===== src/rtl/rf_arb_pkg.sv =====
// Shared types and constants for the register-file access arbiter.
package rf_arb_pkg;

  typedef enum logic [1:0] {
    IDLE    = 2'd0,
    ISSUE   = 2'd1,
    RD_WAIT = 2'd2
  } state_e;

  typedef enum logic {
    M0 = 1'b0,
    M1 = 1'b1
  } mid_e;

  // Read-data fill on timeout; callers take the low DW bits.
  localparam int unsigned FILL_W = 256;
  localparam logic [FILL_W-1:0] RD_TO_FILL = '1;

endpackage


===== src/rtl/rr_arb2.sv =====
// Two-input grant logic: round-robin on last-acknowledged master, or fixed
// M0 priority when RF_ARB_FIXED_PRIO_EN is defined.
module rr_arb2
  import rf_arb_pkg::*;
(
`ifndef RF_ARB_FIXED_PRIO_EN
  input  logic CLK,
  input  logic RST,
  input  logic upd,
  input  mid_e upd_id,
`endif
  input  logic req0,
  input  logic req1,
  output logic gnt_vld_c,
  output mid_e gnt_id_c
);

  assign gnt_vld_c = req0 | req1;

`ifdef RF_ARB_FIXED_PRIO_EN
  assign gnt_id_c = req0 ? M0 : M1;
`else
  mid_e last;

  // Pointer holds the master acknowledged most recently; the other wins ties.
  always_ff @(posedge CLK or negedge RST) begin
    if (!RST) begin
      last <= M0;
    end else if (upd) begin
      last <= upd_id;
    end
  end

  always_comb begin
    gnt_id_c = M0;
    if (req0 && req1) begin
      gnt_id_c = (last == M0) ? M1 : M0;
    end else if (req1) begin
      gnt_id_c = M1;
    end
  end
`endif

endmodule


===== src/rtl/rf_access_arbiter.sv =====
// Arbitrates two masters onto the single-port register file, one complete
// transaction at a time. Define RF_ARB_FIXED_PRIO_EN for fixed M0 priority.
module rf_access_arbiter
  import rf_arb_pkg::*;
#(
  parameter int unsigned DW         = 8,
  parameter int unsigned AW         = 4,
  parameter int unsigned RD_TIMEOUT = 15
) (
  input  logic          CLK,
  input  logic          RST,
  input  logic          M0_REQ,
  input  logic          M0_WE,
  input  logic [AW-1:0] M0_ADDR,
  input  logic [DW-1:0] M0_WDATA,
  output logic          M0_ACK,
  output logic [DW-1:0] M0_RDATA,
  output logic          M0_RVLD,
  input  logic          M1_REQ,
  input  logic          M1_WE,
  input  logic [AW-1:0] M1_ADDR,
  input  logic [DW-1:0] M1_WDATA,
  output logic          M1_ACK,
  output logic [DW-1:0] M1_RDATA,
  output logic          M1_RVLD,
  output logic [AW-1:0] Address,
  output logic          WrEn,
  output logic          RdEn,
  output logic [DW-1:0] WrData,
  input  logic [DW-1:0] RdData,
  input  logic          RdData_Valid,
  output logic          RD_TO_ERR,
  output logic          ARB_BUSY
);

  localparam int unsigned CW = 8;
  localparam logic [1:0] S_IDLE    = IDLE;
  localparam logic [1:0] S_ISSUE   = ISSUE;
  localparam logic [1:0] S_RD_WAIT = RD_WAIT;
  localparam logic [CW-1:0] TO_LAST = CW'(RD_TIMEOUT - 1);
  localparam logic [DW-1:0] TO_FILL = RD_TO_FILL[DW-1:0];

  logic [1:0]    state, state_nxt;
  mid_e          win, win_nxt;
  logic          we, we_nxt;
  logic [CW-1:0] cnt, cnt_nxt;
  logic [AW-1:0] addr_nxt;
  logic [DW-1:0] wdata_nxt, rdata0_nxt, rdata1_nxt;
  logic          wr_en_nxt, rd_en_nxt, to_err_nxt;
  logic          ack0_nxt, ack1_nxt, rvld0_nxt, rvld1_nxt;
  logic          gnt_vld_c;
  mid_e          gnt_id_c;

`ifndef RF_ARB_FIXED_PRIO_EN
  logic upd_c;
  mid_e upd_id_c;

  assign upd_c    = ack0_nxt | ack1_nxt;
  assign upd_id_c = ack1_nxt ? M1 : M0;
`endif

  rr_arb2 u_arb (
`ifndef RF_ARB_FIXED_PRIO_EN
    .CLK       (CLK),
    .RST       (RST),
    .upd       (upd_c),
    .upd_id    (upd_id_c),
`endif
    .req0      (M0_REQ),
    .req1      (M1_REQ),
    .gnt_vld_c (gnt_vld_c),
    .gnt_id_c  (gnt_id_c)
  );

  // Next-state and next-output logic; a pending ACK in IDLE is the read
  // completion phase and blocks a new grant for that cycle.
  always_comb begin
    state_nxt  = state;
    win_nxt    = win;
    we_nxt     = we;
    cnt_nxt    = cnt;
    addr_nxt   = Address;
    wdata_nxt  = WrData;
    rdata0_nxt = M0_RDATA;
    rdata1_nxt = M1_RDATA;
    wr_en_nxt  = 1'b0;
    rd_en_nxt  = 1'b0;
    to_err_nxt = 1'b0;
    ack0_nxt   = 1'b0;
    ack1_nxt   = 1'b0;
    rvld0_nxt  = 1'b0;
    rvld1_nxt  = 1'b0;

    case (state)
      S_IDLE: begin
        if (gnt_vld_c && !(M0_ACK || M1_ACK)) begin
          win_nxt   = gnt_id_c;
          we_nxt    = (gnt_id_c == M1) ? M1_WE : M0_WE;
          addr_nxt  = (gnt_id_c == M1) ? M1_ADDR : M0_ADDR;
          wdata_nxt = (gnt_id_c == M1) ? M1_WDATA : M0_WDATA;
          state_nxt = S_ISSUE;
          wr_en_nxt = we_nxt;
          rd_en_nxt = !we_nxt;
          ack0_nxt  = we_nxt && (gnt_id_c == M0);
          ack1_nxt  = we_nxt && (gnt_id_c == M1);
        end
      end
      S_ISSUE: begin
        cnt_nxt = '0;
        if (we) begin
          state_nxt = S_IDLE;
        end else begin
          state_nxt = S_RD_WAIT;
          rd_en_nxt = 1'b1;
        end
      end
      S_RD_WAIT: begin
        if (RdData_Valid) begin
          state_nxt = S_IDLE;
          ack0_nxt  = (win == M0);
          ack1_nxt  = (win == M1);
          rvld0_nxt = (win == M0);
          rvld1_nxt = (win == M1);
          if (win == M1) rdata1_nxt = RdData;
          else           rdata0_nxt = RdData;
        end else if (cnt == TO_LAST) begin
          state_nxt  = S_IDLE;
          cnt_nxt    = '0;
          ack0_nxt   = (win == M0);
          ack1_nxt   = (win == M1);
          to_err_nxt = 1'b1;
          if (win == M1) rdata1_nxt = TO_FILL;
          else           rdata0_nxt = TO_FILL;
        end else begin
          cnt_nxt   = cnt + CW'(1);
          rd_en_nxt = 1'b1;
        end
      end
      default: state_nxt = S_IDLE;
    endcase
  end

  always_ff @(posedge CLK or negedge RST) begin
    if (!RST) begin
      state     <= S_IDLE;
      win       <= M0;
      we        <= 1'b0;
      cnt       <= '0;
      Address   <= '0;
      WrData    <= '0;
      WrEn      <= 1'b0;
      RdEn      <= 1'b0;
      M0_ACK    <= 1'b0;
      M1_ACK    <= 1'b0;
      M0_RVLD   <= 1'b0;
      M1_RVLD   <= 1'b0;
      M0_RDATA  <= '0;
      M1_RDATA  <= '0;
      RD_TO_ERR <= 1'b0;
      ARB_BUSY  <= 1'b0;
    end else begin
      state     <= state_nxt;
      win       <= win_nxt;
      we        <= we_nxt;
      cnt       <= cnt_nxt;
      Address   <= addr_nxt;
      WrData    <= wdata_nxt;
      WrEn      <= wr_en_nxt;
      RdEn      <= rd_en_nxt;
      M0_ACK    <= ack0_nxt;
      M1_ACK    <= ack1_nxt;
      M0_RVLD   <= rvld0_nxt;
      M1_RVLD   <= rvld1_nxt;
      M0_RDATA  <= rdata0_nxt;
      M1_RDATA  <= rdata1_nxt;
      RD_TO_ERR <= to_err_nxt;
      ARB_BUSY  <= (state_nxt != S_IDLE);
    end
  end

endmodule


===== config.mk =====
export PLATFORM = sky130hd
export DESIGN_NAME = rf_access_arbiter
export DESIGN_NICKNAME = d
export VERILOG_FILES = /design/src/rtl/rf_arb_pkg.sv /design/src/rtl/rr_arb2.sv /design/src/rtl/rf_access_arbiter.sv
export SDC_FILE = /design/constraint.sdc
export NUM_CORES = 1
export LEC_CHECK = 0
export CAP_MARGIN = 20
export CORE_MARGIN = 4
export CORE_UTILIZATION = 29
export CTS_BUF_LIST = sky130_fd_sc_hd__clkbuf_4
export DETAILED_ROUTE_END_ITERATION = 12
export GPL_TIMING_DRIVEN = 0
export PLACE_DENSITY = 0.57
export SYNTH_ARGS = -nofsm -noshare
export SYNTH_HDL_FRONTEND = slang
export SYNTH_SLANG_ARGS = --single-unit

===== constraint.sdc =====
create_clock -name CLK -period 4.95 [get_ports CLK]
set_input_delay 1.485 -clock CLK [delete_from_list [all_inputs] [get_ports CLK]]
set_output_delay 1.485 -clock CLK [all_outputs]
set_load 0.02 [all_outputs]

Word-level counts from Yosys, hierarchy flattened

Index checks and enable logic that the tools add are counted.

Bits in registers: 49
Output and inout bits: 36
Logic and storage cells: 86

$add $sub $neg: 1
Eq/ne operators: 4
Mux-type cells: 45
Bitwise logic cells: 4
Reductions and logical operators: 15

Operator list:

| kind                                                                  | number |
|---|---|
| 8-bit 2-to-1 mux                                                      | 11 |
| 1-bit 2-to-1 mux                                                      | 24 |
| 8-bit case mux with 2 select lines                                    | 1 |
| 8-bit by 1-bit adder with 8-bit output, second input constant         | 1 |
| 8-bit by 4-bit equality test with 1-bit output, second input constant | 1 |
| 2-bit 2-to-1 mux                                                      | 4 |
| 2-bit case mux with 3 select lines                                    | 1 |
| 3-bit AND reduction                                                   | 2 |
| 2-bit nonzero test                                                    | 3 |
| 1-bit logical AND                                                     | 4 |
| 4-bit 2-to-1 mux                                                      | 1 |
| 1-bit case mux with 2 select lines                                    | 2 |
| 2-bit AND reduction                                                   | 2 |
| 1-bit case mux with 3 select lines                                    | 1 |
| 2-bit by 1-bit equality test with 1-bit output, second input constant | 1 |
| 2-bit equality test, second input constant                            | 1 |
| 1-bit logical NOT                                                     | 2 |
| 2-bit logical NOT                                                     | 1 |
| 2-bit != test, second input constant                                  | 1 |
| 1-bit NOT                                                             | 2 |
| 1-bit OR                                                              | 2 |
| 1-bit logical OR                                                      | 1 |

Logic depth before layout (Yosys ltp)

Word-level depth: 7
Mapped depth: 6
Mapped depth without buffers: 5

Hierarchy

From an unflattened synthesis, not the netlist that was laid out.

Cells, all modules: 182
Area total of the unflattened synthesis: 2082.0 um^2

By module, submodules not included:

| module            | times used | cells each | area each (um^2) |
|---|---|---|---|
| rf_access_arbiter | 1          | 178        | 2028.2 |
| rr_arb2           | 1          | 4          | 53.8 |

Least setup slack after synthesis

OpenSTA, ideal clock, no wires.

Path kind: input to register
Start point: input port RdData_Valid
End point: register cnt[3]
Arrival time: 2.560 ns
Data required time: 4.829 ns
Slack: 2.269 ns
Cell stages on the path: 5
Buffers on the path: 1
Path through: or3b_1 > and2_1 > clkbuf_1 > a21o_1 > a22o_1

Cells in the longest elaborated chain, start to end: 2

Ends and longest elaborated chain:

| element                              | RTL line                 | text |
|---|---|---|
| start, declared                      | rf_access_arbiter.sv:31  | `input logic RdData_Valid,` |
| 2-bit != test (no source line)       | -                        |  |
| 2-bit AND reduction (no source line) | -                        |  |
| end signal, assigned                 | rf_access_arbiter.sv:165 | `cnt <= cnt_nxt;` |
| end, declared                        | rf_access_arbiter.sv:46  | `logic [CW-1:0] cnt, cnt_nxt;` |

No other way between the ends.
A chain may end at the register's enable or synchronous reset.

Final worst setup path

Start point: input port RdData_Valid
End point: register cnt[6]

Same word-level chain as after synthesis.

==> impl_metrics.env <==
export IMPL_rr_worst_depth=4
export IMPL_max_freq_mhz=339
export IMPL_postCtsSetupBuffers=0
export IMPL_fin_util_pct=42.9
export IMPL_nets=315
export IMPL_place_inst=366
export IMPL_fin_tns_setup_ns=0
export IMPL_syn_avg_cell_area_um2=11.5
export IMPL_hold_buffers=0
export IMPL_power_leakage_nw=1.34
export IMPL_antenna_found_initial=0
export IMPL_use_met2_pct=18.0
export IMPL_dp_slack_ns=1.61
export IMPL_synth_top_area_share_pct=55.3
export IMPL_min_delay_start="Address[0]$_DFFE_PN0P_"
export IMPL_drc=0
export IMPL_min_period_ns=2.95
export IMPL_critical_path_reg2reg_startpoint="cnt[5]$_DFFE_PN0P_"
export IMPL_r2r_end="M0_RDATA[1]$_DFFE_PN0P_"
export IMPL_die_area_um2=9100
export IMPL_skew_ns=0.00683
export IMPL_start_kind="input port"
export IMPL_portBuffers=74
export IMPL_power_mw=1.65
export IMPL_initialDrtViolationCount=32
export IMPL_cts_buffer_depth=2
export IMPL_netlist_top_cells_area="dfrtp_1, mux2_2, mux2i_1, o21ai_0, nand2_1"
export IMPL_setup_violations_final=0
export IMPL_clk_latency_ns=0.36
export IMPL_cts_root_buf="clkbuf_4"
export IMPL_cp_max_fo=8
export IMPL_worstMarginPinSlew_ns=0.535
export IMPL_synth_top_family_by_area="simple AND/OR/NAND/NOR gates"
export IMPL_cts_max_level=2
export IMPL_cts_tree="built"
export IMPL_period_share_pct=59.6
export IMPL_synth_seq_cells=49
export IMPL_min_path_cells=2
export IMPL_ios=75
export IMPL_yosysTopAreaCell="dfrtp_1"
export IMPL_synth_area_um2=2220
export IMPL_drive_gt1_share_pct=12.8
export IMPL_die_width_um=95.4
export IMPL_criticalPathCategory="input port to flip-flop"
export IMPL_min_path_type="flip-flop to flip-flop"
export IMPL_fin_ws_ns=2.00
export IMPL_place_hpwl_um=3760
export IMPL_clock_sinks=49
export IMPL_post_cts_resized=0
export IMPL_syn_to_final_growth_pct=41.9
export IMPL_hold_viol=0
export IMPL_grt_max_degree=33
export IMPL_yosys_area_share_simple_pct=15.6
export IMPL_path_clk_slew_ns=0.13
export IMPL_wl_per_cell_um=13.2
export IMPL_outcome="completed"
export IMPL_peakVddDrop_v=0.000248
export IMPL_ys_warn_count=0
export IMPL_rsz0062_at_grt="false"
export IMPL_dpl_cell_area_um2=3100
export IMPL_track_usage_pct=11.3
export IMPL_end_kind="flip-flop"
export IMPL_cts_buffers=5
export IMPL_die_h_um=95.4
export IMPL_fp_row_count=31
export IMPL_whs_ns=0.493
export IMPL_slew_limit_headroom_pct=64.2
export IMPL_grt_pass1_wl_um=8050
export IMPL_via_count=1683
export IMPL_synth_xor_area_share_pct=0.395
export IMPL_first_pass_iters=4
export IMPL_gr_max_usage_layer="met2"
export IMPL_antennaDiodeCount=0
export IMPL_post_drt_via_cell_ratio=4.51
export IMPL_coreArea_um2=7330
export IMPL_instances_no_fill=373
export IMPL_synth_cell_types=37
export IMPL_postSynthCellCount=192
export IMPL_grt_pass1_vias=1701
export IMPL_ant_nets=0
export IMPL_syn_nets=233
export IMPL_initial_utilization_pct=30.2
export IMPL_min_to="Address[0]$_DFFE_PN0P_"
export IMPL_fin_area_um2=3140
export IMPL_crit_arrival_ns=3.21
export IMPL_finalMaxSlewViolations=0
export IMPL_wirelength_um=4920
export IMPL_gp_congestion=0.750
export IMPL_synth_compound_area_share_pct=9.26
export IMPL_synthAdderAreaFrac_pct=1.13
export IMPL_ys_seq_area_share_pct=55.3
export IMPL_synth_mux_area_fraction_pct=15.4
export IMPL_r2r_slack_ns=2.96
export IMPL_power_density_nw_per_um2=524
export IMPL_use_met1_pct=15.0
export IMPL_use_met3_pct=3.55
export IMPL_maxCapViolCount=0
export IMPL_grt_overflow=0
export IMPL_cp_required_ns=5.21
## where the power goes
group / leakage [nW] / internal, mW / switching [mW]
registers: 0.613 / 0.557 / 0.0884
logic: 0.699 / 0.407 / 0.425
clock network: 0.0247 / 0.0513 / 0.121
total: 1.34 / 1.01 / 0.635
## flip-flops by register name, summed over array words and instances (netlist names)
register,count
M0_RDATA,8
Address,4
M0_RVLD,1
RD_TO_ERR,1
ARB_BUSY,1
M0_ACK,1
M1_RVLD,1
M1_RDATA,8
we,1
RdEn,1
WrEn,1
win,1
WrData,8
M1_ACK,1
cnt,8
state,2
u_arb.last,1
## worst max-delay path, cell delays in order
cell and delay (ns):
clkdlybuf4s50_1 0.48, or3b_1 0.46, and2_1 0.17, clkbuf_1 0.20, a21o_1 0.20, a22o_1 0.22
## cells in the mapped netlist, drive strengths merged
library cell and instances:
dfrtp 49, nand2 22, o21ai 17, mux2 16
mux2i 16, nand2b 11, inv 6, clkbuf 5
nor2 5, buf 4, a21oi 3, nand3 3
nand4 3, nor3 3, a21o 2, a22o 2
a31oi 2, and2 2, and3 2, ha 2
nor2b 2, nor4 2, o211ai 2, a21boi 1
a31o 1, and4b 1, nand3b 1, nor3b 1
o21a 1, o31a 1, or2 1, or3 1
or3b 1, xor2 1
## kinds of logic (layout without fill, tap and decap cells)
| family | Yosys count | after routing |
|---|---|---|
| xor+xnor | 1 | 1 |
| simple gates | 61 | 61 |
| mux | 32 | 32 |
| compound gates | 32 | 32 |
| flops | 49 | 49 |
| fa+ha+maj | 2 | 2 |
| buf+inv | 15 | 97 |
## worst max-delay path by stage
stage	start	to	slack [ns]	cells after the start
floorplan	RdData_Valid	cnt[3]$_DFFE_PN0P_	2.27	5
global placement	RST	M0_RDATA[0]$_DFFE_PN0P_	0.89	1
detailed placement	RdData_Valid	cnt[6]$_DFFE_PN0P_	1.61	6
CTS	RdData_Valid	cnt[6]$_DFFE_PN0P_	2.00	6
global route	M0_REQ	WrData[4]$_DFFE_PN0P_	1.91	5
finish	RdData_Valid	cnt[6]$_DFFE_PN0P_	2.00	6
## cells in the final DEF (no fill, tap or decap), types with 2 or more instances in the layout
| cell type | n |
|---|---|
| mux2_2 | 16 |
| nand2b_1 | 11 |
| o21ai_0 | 17 |
| clkbuf_4 | 5 |
| nor2b_1 | 2 |
| a21o_1 | 2 |
| and3_1 | 2 |
| clkdlybuf4s50_1 | 73 |
| inv_1 | 6 |
| ha_1 | 2 |
| a22o_1 | 2 |
| nand2_1 | 22 |
| buf_2 | 4 |
| clkbuf_1 | 5 |
| nand4_1 | 3 |
| dfrtp_1 | 49 |
| mux2i_1 | 16 |
| a21oi_1 | 3 |
| nand3_1 | 3 |
| nor3_1 | 2 |
| a31oi_2 | 2 |
| o211ai_1 | 2 |
| and2_1 | 2 |
| nor2_1 | 5 |
## per-layer routing
| metal | share of wire (%) | wire [um] |
|---|---|---|
| met2 | 47 | 2290 |
| met5 | 0 | 0 |
| met3 | 7.5 | 368 |
| met1 | 45 | 2220 |
| met4 | 0.81 | 40 |
## area by class of cell
| cell class | instances | area, um2 |
|---|---|---|
| fill | 735 | 4190 |
| timing repair buffer | 75 | 756 |
| buffer | 9 | 41.3 |
| clock buffer | 5 | 37.5 |
| sequential | 49 | 1230 |
| inverter | 6 | 22.5 |
| tap | 99 | 124 |
| clock inverter | 2 | 11.3 |
| multi-input combinational | 128 | 926 |
Note: power is estimated with default switching activity, not from simulation.
